`config.mk`:
```
export PLATFORM = sky130hd
export DESIGN_NAME = serial_frame_ctrl
export DESIGN_NICKNAME = d
export VERILOG_FILES = /design/src/rtl/serial_frame_pkg.sv /design/src/rtl/shift_reg_en.sv /design/src/rtl/serial_frame_ctrl.sv
export SDC_FILE = /design/constraint.sdc
export NUM_CORES = 1
export LEC_CHECK = 0
export CORE_MARGIN = 2
export CORE_UTILIZATION = 30
export CTS_CLUSTER_SIZE = 10
export DETAILED_ROUTE_END_ITERATION = 16
export PLACE_DENSITY_LB_ADDON = 0.2
export SLEW_MARGIN = 40
export SYNTH_ARGS = -nofsm -noshare
export SYNTH_HDL_FRONTEND = slang
export SYNTH_SLANG_ARGS = --single-unit
```
`constraint.sdc`:
```
create_clock -name clk -period 4.1 [get_ports clk]
set_input_delay 0.615 -clock clk [delete_from_list [all_inputs] [get_ports clk]]
set_output_delay 0.615 -clock clk [all_outputs]
set_load 0.03 [all_outputs]
```
`src/rtl/serial_frame_pkg.sv`:
```
// Shared types and helpers for the serial frame controller.
//   frame_state_t : controller FSM encoding (IDLE waits for start, SHIFT collects data bits)
//   cnt_width()   : bit-counter width for a given frame width
package serial_frame_pkg;

    typedef enum logic {
        IDLE  = 1'b0,
        SHIFT = 1'b1
    } frame_state_t;

    // Counter only has to reach WIDTH-1, so $clog2(WIDTH) bits suffice.
    function automatic int unsigned cnt_width(input int unsigned width);
        return $clog2(width);
    endfunction

endpackage

```
`src/rtl/shift_reg_en.sv`:
```
// WIDTH-bit serial-in / parallel-out shift register, MSB first.
//   clk   : rising-edge clock
//   clr   : synchronous clear, dominates en
//   en    : shift enable; when high d enters at bit 0 and the contents move up one place
//   d     : serial data input
//   q     : parallel contents
module shift_reg_en #(
    parameter int unsigned WIDTH = 8
) (
    input  logic             clk,
    input  logic             clr,
    input  logic             en,
    input  logic             d,
    output logic [WIDTH-1:0] q
);

    // Truncating cast drops the oldest bit as the new one enters.
    always_ff @(posedge clk) begin
        if (clr) begin
            q <= '0;
        end else if (en) begin
            q <= WIDTH'({q, d});
        end
    end

endmodule

```
`src/rtl/serial_frame_ctrl.sv`:
```
// Serial frame controller: detects a start bit, shifts in WIDTH data bits (MSB first),
// captures the word and offers it on a valid/ready handshake with a sticky overrun flag.
//   clk, reset   : rising-edge clock, synchronous active-high reset
//   enable       : advance qualifier for FSM, counter and shifter (handshake runs regardless)
//   in           : serial data
//   out_ready    : consumer accepts out this cycle
//   clr_overrun  : clears the sticky overrun flag
//   out          : last captured word
//   out_valid    : out holds an unconsumed word
//   busy         : registered copy of (state == SHIFT)
//   overrun      : a completed frame was dropped because out was still occupied
module serial_frame_ctrl
    import serial_frame_pkg::*;
#(
    parameter int unsigned WIDTH       = 8,
    parameter logic        START_LEVEL = 1'b1
) (
    input  logic             clk,
    input  logic             reset,
    input  logic             enable,
    input  logic             in,
    input  logic             out_ready,
    input  logic             clr_overrun,
    output logic [WIDTH-1:0] out,
    output logic             out_valid,
    output logic             busy,
    output logic             overrun
);

    localparam int unsigned      CNT_W    = cnt_width(WIDTH);
    localparam logic [CNT_W-1:0] LAST_BIT = CNT_W'(WIDTH - 1);

    frame_state_t     state;
    frame_state_t     state_next;
    logic [CNT_W-1:0] bit_cnt;
    logic [WIDTH-1:0] shifter;
    logic [WIDTH-1:0] word_c;
    logic             start_c;
    logic             shift_en_c;
    logic             frame_done_c;
    logic             drop_c;

    // State register
    always_ff @(posedge clk) begin
        if (reset) begin
            state <= IDLE;
        end else begin
            state <= state_next;
        end
    end

    // Next-state logic
    always_comb begin
        state_next = state;
        unique case (state)
            IDLE:    if (start_c)      state_next = SHIFT;
            SHIFT:   if (frame_done_c) state_next = IDLE;
            default: state_next = IDLE;
        endcase
    end

    // FSM decode: start detection, shift qualifier, end of frame
    always_comb begin
        start_c      = 1'b0;
        shift_en_c   = 1'b0;
        frame_done_c = 1'b0;
        unique case (state)
            IDLE: begin
                start_c = enable && (in == START_LEVEL);
            end
            SHIFT: begin
                shift_en_c   = enable;
                frame_done_c = enable && (bit_cnt == LAST_BIT);
            end
            default: begin
                start_c = 1'b0;
            end
        endcase
    end

    // Data bit counter; restarts on every start bit and after the last bit
    always_ff @(posedge clk) begin
        if (reset) begin
            bit_cnt <= '0;
        end else if (start_c) begin
            bit_cnt <= '0;
        end else if (shift_en_c) begin
            bit_cnt <= frame_done_c ? '0 : bit_cnt + CNT_W'(1);
        end
    end

    shift_reg_en #(
        .WIDTH (WIDTH)
    ) u_shift (
        .clk (clk),
        .clr (reset),
        .en  (shift_en_c),
        .d   (in),
        .q   (shifter)
    );

    // Completed word includes the bit arriving on the final enabled cycle.
    assign word_c = WIDTH'({shifter, in});

    // A finished frame is dropped only if the held word is not being consumed now.
    assign drop_c = frame_done_c && out_valid && !out_ready;

    always_ff @(posedge clk) begin
        if (reset) begin
            busy <= 1'b0;
        end else begin
            busy <= (state_next == SHIFT);
        end
    end

    // Output register and handshake
    always_ff @(posedge clk) begin
        if (reset) begin
            out       <= '0;
            out_valid <= 1'b0;
        end else if (frame_done_c && !drop_c) begin
            out       <= word_c;
            out_valid <= 1'b1;
        end else if (out_valid && out_ready) begin
            out_valid <= 1'b0;
        end
    end

    // Sticky overrun; a new drop beats a simultaneous clear
    always_ff @(posedge clk) begin
        if (reset) begin
            overrun <= 1'b0;
        end else if (drop_c) begin
            overrun <= 1'b1;
        end else if (clr_overrun) begin
            overrun <= 1'b0;
        end
    end

endmodule
```
Yosys cells after proc, flatten, opt, wreduce, memory -nomap -nowiden --
Index checks and enable logic that the tools add are counted.
Storage, ports and cells: output and inout bits 11, logic and storage cells 31, flip-flop bits (word level) 21
Cells by class: reductions and logical operators 11, $add $sub $neg 1, bitwise operators 1, eq/ne operators 1, muxes and demuxes 11
Operators with widths (number):
- two-way mux 1 bit | 9
- logical AND 1 bit | 6
- nonzero test 2 bit | 2
- adder 3 x 1 -> 3 bit, second input constant | 1
- equality test 3 bit, second input constant | 1
- two-way mux 3 bit | 1
- logical NOT 1 bit | 2
- one-hot mux 1 bit (2 select lines) | 1
- OR reduction 2 bit | 1
- NOT 1 bit | 1

Longest topological paths before layout --
depth in word-level cells 8, depth in mapped cells 5, depth with buffers taken out 5

Hierarchy --
Synthesis repeated with hierarchy kept, for this count alone.
Unflattened totals: cells, all modules 91, area total of the unflattened synthesis 909.6 sq um
By module, submodules not included:
- serial_frame_ctrl | area each 624.3 sq um, cells an instance 65, instances 1
- shift_reg_en | area each 285.3 sq um, cells an instance 26, instances 1

Least setup slack after synthesis --
OpenSTA, ideal clock, no wires.
kind register to register, start reg bit_cnt[0], end reg out[0], path buffers 0, arrival time 1.345 ns, setup time 0.072 ns, path slack 2.684 ns, stages on the path, launching flop included 6, cell sequence dfxtp_1 -> ha_1 -> ha_1 -> inv_2 -> nor3_4 -> mux2i_1
On the way: cells in the longest elaborated chain, start to end 7
Ends and longest elaborated chain:
- start: declaration | line serial_frame_ctrl.sv:35 | logic [CNT_W-1:0] bit_cnt;
- start signal: assignment | line serial_frame_ctrl.sv:88 | bit_cnt <= frame_done_c ? '0 : bit_cnt + CNT_W'(1);
- equality test 3 bit * | line serial_frame_ctrl.sv:73 | frame_done_c = enable && (bit_cnt == LAST_BIT);
- logical AND 1 bit * | line serial_frame_ctrl.sv:73
- two-way mux 1 bit * | line serial_frame_ctrl.sv:67 | unique case (state)
- logical AND 1 bit (2 in series) | line serial_frame_ctrl.sv:106 | assign drop_c = frame_done_c && out_valid && !out_ready;
- logical NOT 1 bit | line serial_frame_ctrl.sv:121 | end else if (frame_done_c && !drop_c) begin
- logical AND 1 bit * | line serial_frame_ctrl.sv:121
- end signal: assignment | line serial_frame_ctrl.sv:122 | out <= word_c;
- end: declaration | line serial_frame_ctrl.sv:24 | output logic [WIDTH-1:0] out,
Mark *: on every way between the ends. The rest lies on a longest branch, timed or not. A chain may end at the register's enable or synchronous reset.

Final worst setup path --
start reg busy, end out busy
RTL lines:
- start: declaration | line serial_frame_ctrl.sv:26 | output logic busy,
- start signal: assignment | line serial_frame_ctrl.sv:112 | busy <= (state_next == SHIFT);
No word-level cell between the ends.

==> flow_summary.ini <==
[status]
status = finished clean

[die]
die_area_um2 = 3320
core-area_um2 = 2730
die_h_um = 57.6
io_pins = 17
start_util_pct = 31.6
fp.dieW_um = 57.6
rows = 19

[power]
power_leakage_nw = 0.352
clkPwrFrac_pct = 30.6
power.net_switching_mw = 0.0756
intPower_mw = 0.253
pwr-share-comb_pct = 6.3
irDropWorstVdd_v = 0.000329
powerDensity_nw_per_um2 = 308
pwr-share-seq_pct = 63.1
finalPower_mw = 0.329
p_sw_share_pct = 23.0

[placement]
place_area_um2 = 1050
place_inst = 137
numPortBuffers = 16
hpwlAfterDp_um = 1060
gp_congestion = 0.687
place_ws_ps = 1980

[critical_path]
cp.required_ps = 3480
crit_chain = clkdlybuf4s50_1
reg2reg_slack_ps = 2430
crit_path_end_kind = primary output
path_max_fanout = 6
cp_top_family = buffers and inverters
startpoint_type = flop
worstSetupPathType = flop to primary output
critPathSlowestCell = clkdlybuf4s50_1
crit_arrival_ps = 1460
ff2ff_path_depth = 5
cpPeakStageDelay_ps = 720
rr_startpoint = bit_cnt[0]
r2r_end = out[4]
crit_buf_inv = 1

[global_routing]
antenna_found_initial = 0
use_met2_pct = 18.2
grt_max_degree = 30
grt.overflow.total = 0
grt_usage_pct = 10.8
grt_first_pass_wirelength_um = 2700
use_met3_pct = 4.91
grt_use_met1_pct = 12.5
grt_pass1_vias = 623
busiest_layer = met2

[route]
wl_um = 1580
vias = 642
remaining_drc_errors = 0
vias_per_cell = 4.55
drt-initial-drc-count = 17
ant_nets = 0
drt_first_pass_iters = 4
routedWlPerCell_um = 11.2

[layout]
drive_gt1_share_pct = 7.27
n_antenna_cell = 0
final_cell_area_um2 = 1070
fill_cells = 290
fin_nets = 119
regArea_um2 = 420
utilization_pct = 39.0
layout.cells.most_common = dfxtp_1
mostFrequentLayoutCells = dfxtp_1 (21), nand2_1 (17), nand2b_1 (16), clkdlybuf4s50_1 (15), a21oi_1 (10)
final_cells = 141
area_growth_pct = 23.6
multi_input_area_um2 = 419

[synth]
synth-seq-area-share_pct = 48.7
syn_nets = 102
synth.cell_area_um2 = 863
yosysTopAreaCell = dfxtp_1
ys_warn_count = 0
synthTopCellsByArea = dfxtp_1 (49%), nand2b_1 (12%), mux2i_1 (9.3%), nand2_1 (7.4%), a21oi_1 (5.8%)
synth.distinct_cells = 20
synth_top_area_share_pct = 48.7
synth.avg_cell_area_um2 = 9.18
synth_cells = 94
synth-seq-cells = 21

[worst_hold_path]
hold_start = u_shift.q[5]
holdPathEnd = u_shift.q[6]
hold_class = flop to flop
hold_depth = 2

[clock_network]
cts.clk_slew.worst_paths_ps = 120
cts_buffers = 3
cts_setup_buffers = 0
clk_path_buf_depth = 2
clk_latency_ps = 300
cts_hold_buf = 0
cts_tree = done
clock_tree.htree_level_count = 1
cts_resized = 0
clkSinkCount = 21
clock-root-buffer = clkbuf_4

[timing]
max_slew_margin_pct = 64.0
finalSetupViolations = 0
finalMaxSlewViolations = 0
clock.fmax_mhz = 481
final.setup.worst_slack_ps = 2020
setup_tns_ps = 0
rsz0062_at_grt = false
whs_ps = 470
hold_viol = 0
worstMarginPinSlew_ps = 538
finalCriticalPeriod_ps = 2080
post-route-period-util_pct = 50.7
clock_skew_ps = 4.83

[run]
maxCapViolCount = 0
==> layout make-up <==
class | instances | share of cell area, %
Clock buffer | 4 | 2.46
Inverter | 2 | 0.703
Multi-Input combinational cell | 67 | 39.3
Sequential cell | 21 | 39.4
Tap cell | 31 | 3.63
Timing Repair Buffer | 16 | 14.5
==> how the worst max path moves through the flow <==
stage	start	end	cells past startpoint
floorplan	bit_cnt[0]	out[0]	5
global placement	enable	out[5]	4
detailed placement	enable	out[7]	4
CTS	busy	busy	1
global route	busy	busy	1
finish	busy	busy	1
==> cell families (layout without fill, tap and decap cells) <==
group	after synthesis	after routing	share of synthesized area [%]
fa+ha+maj	2	2	2.90
flops	21	21	48.7
buf+inv	6	22	2.75
compound gates	14	14	9.28
mux	8	8	9.28
simple gates	43	43	27.1
==> power by group through the flow <==
stage / Clock, mW / Combinational, mW / Sequential [mW]
after floorplan: 0 / 0.0113 / 0.213
after global placement: 0 / 0.0213 / 0.212
after detailed placement: 0 / 0.0217 / 0.212
after CTS: 0.105 / 0.0216 / 0.207
after global routing: 0.114 / 0.0227 / 0.208
final: 0.101 / 0.0208 / 0.207
==> sequential cells by signal (all words and copies together), names as in the netlist <==
signal	count
bit_cnt	3
busy	1
out	8
out_valid	1
overrun	1
u_shift.q	7
==> routing by layer <==
layer / part of all wire, % / vias to the layer above
met5: 0 / -
met4: 1.0 / 0
met3: 6.3 / 2
met2: 44 / 18
met1: 48 / 278
li1: - / 344
==> synthesized netlist by cell type <==
master	number
nor2b_1	1
nand2b_1	16
nand2_1	17
or3_1	1
and2_2	1
dfxtp_1	21
inv_1	1
a21oi_1	10
o21ai_0	1
ha_1	2
nor2_1	4
a32oi_1	2
buf_2	1
a22oi_1	1
inv_2	1
nand2_4	1
nand3b_1	1
clkbuf_1	3
mux2i_1	8
nor3_4	1
No activity file was read; power rests on OpenSTA's default activity.
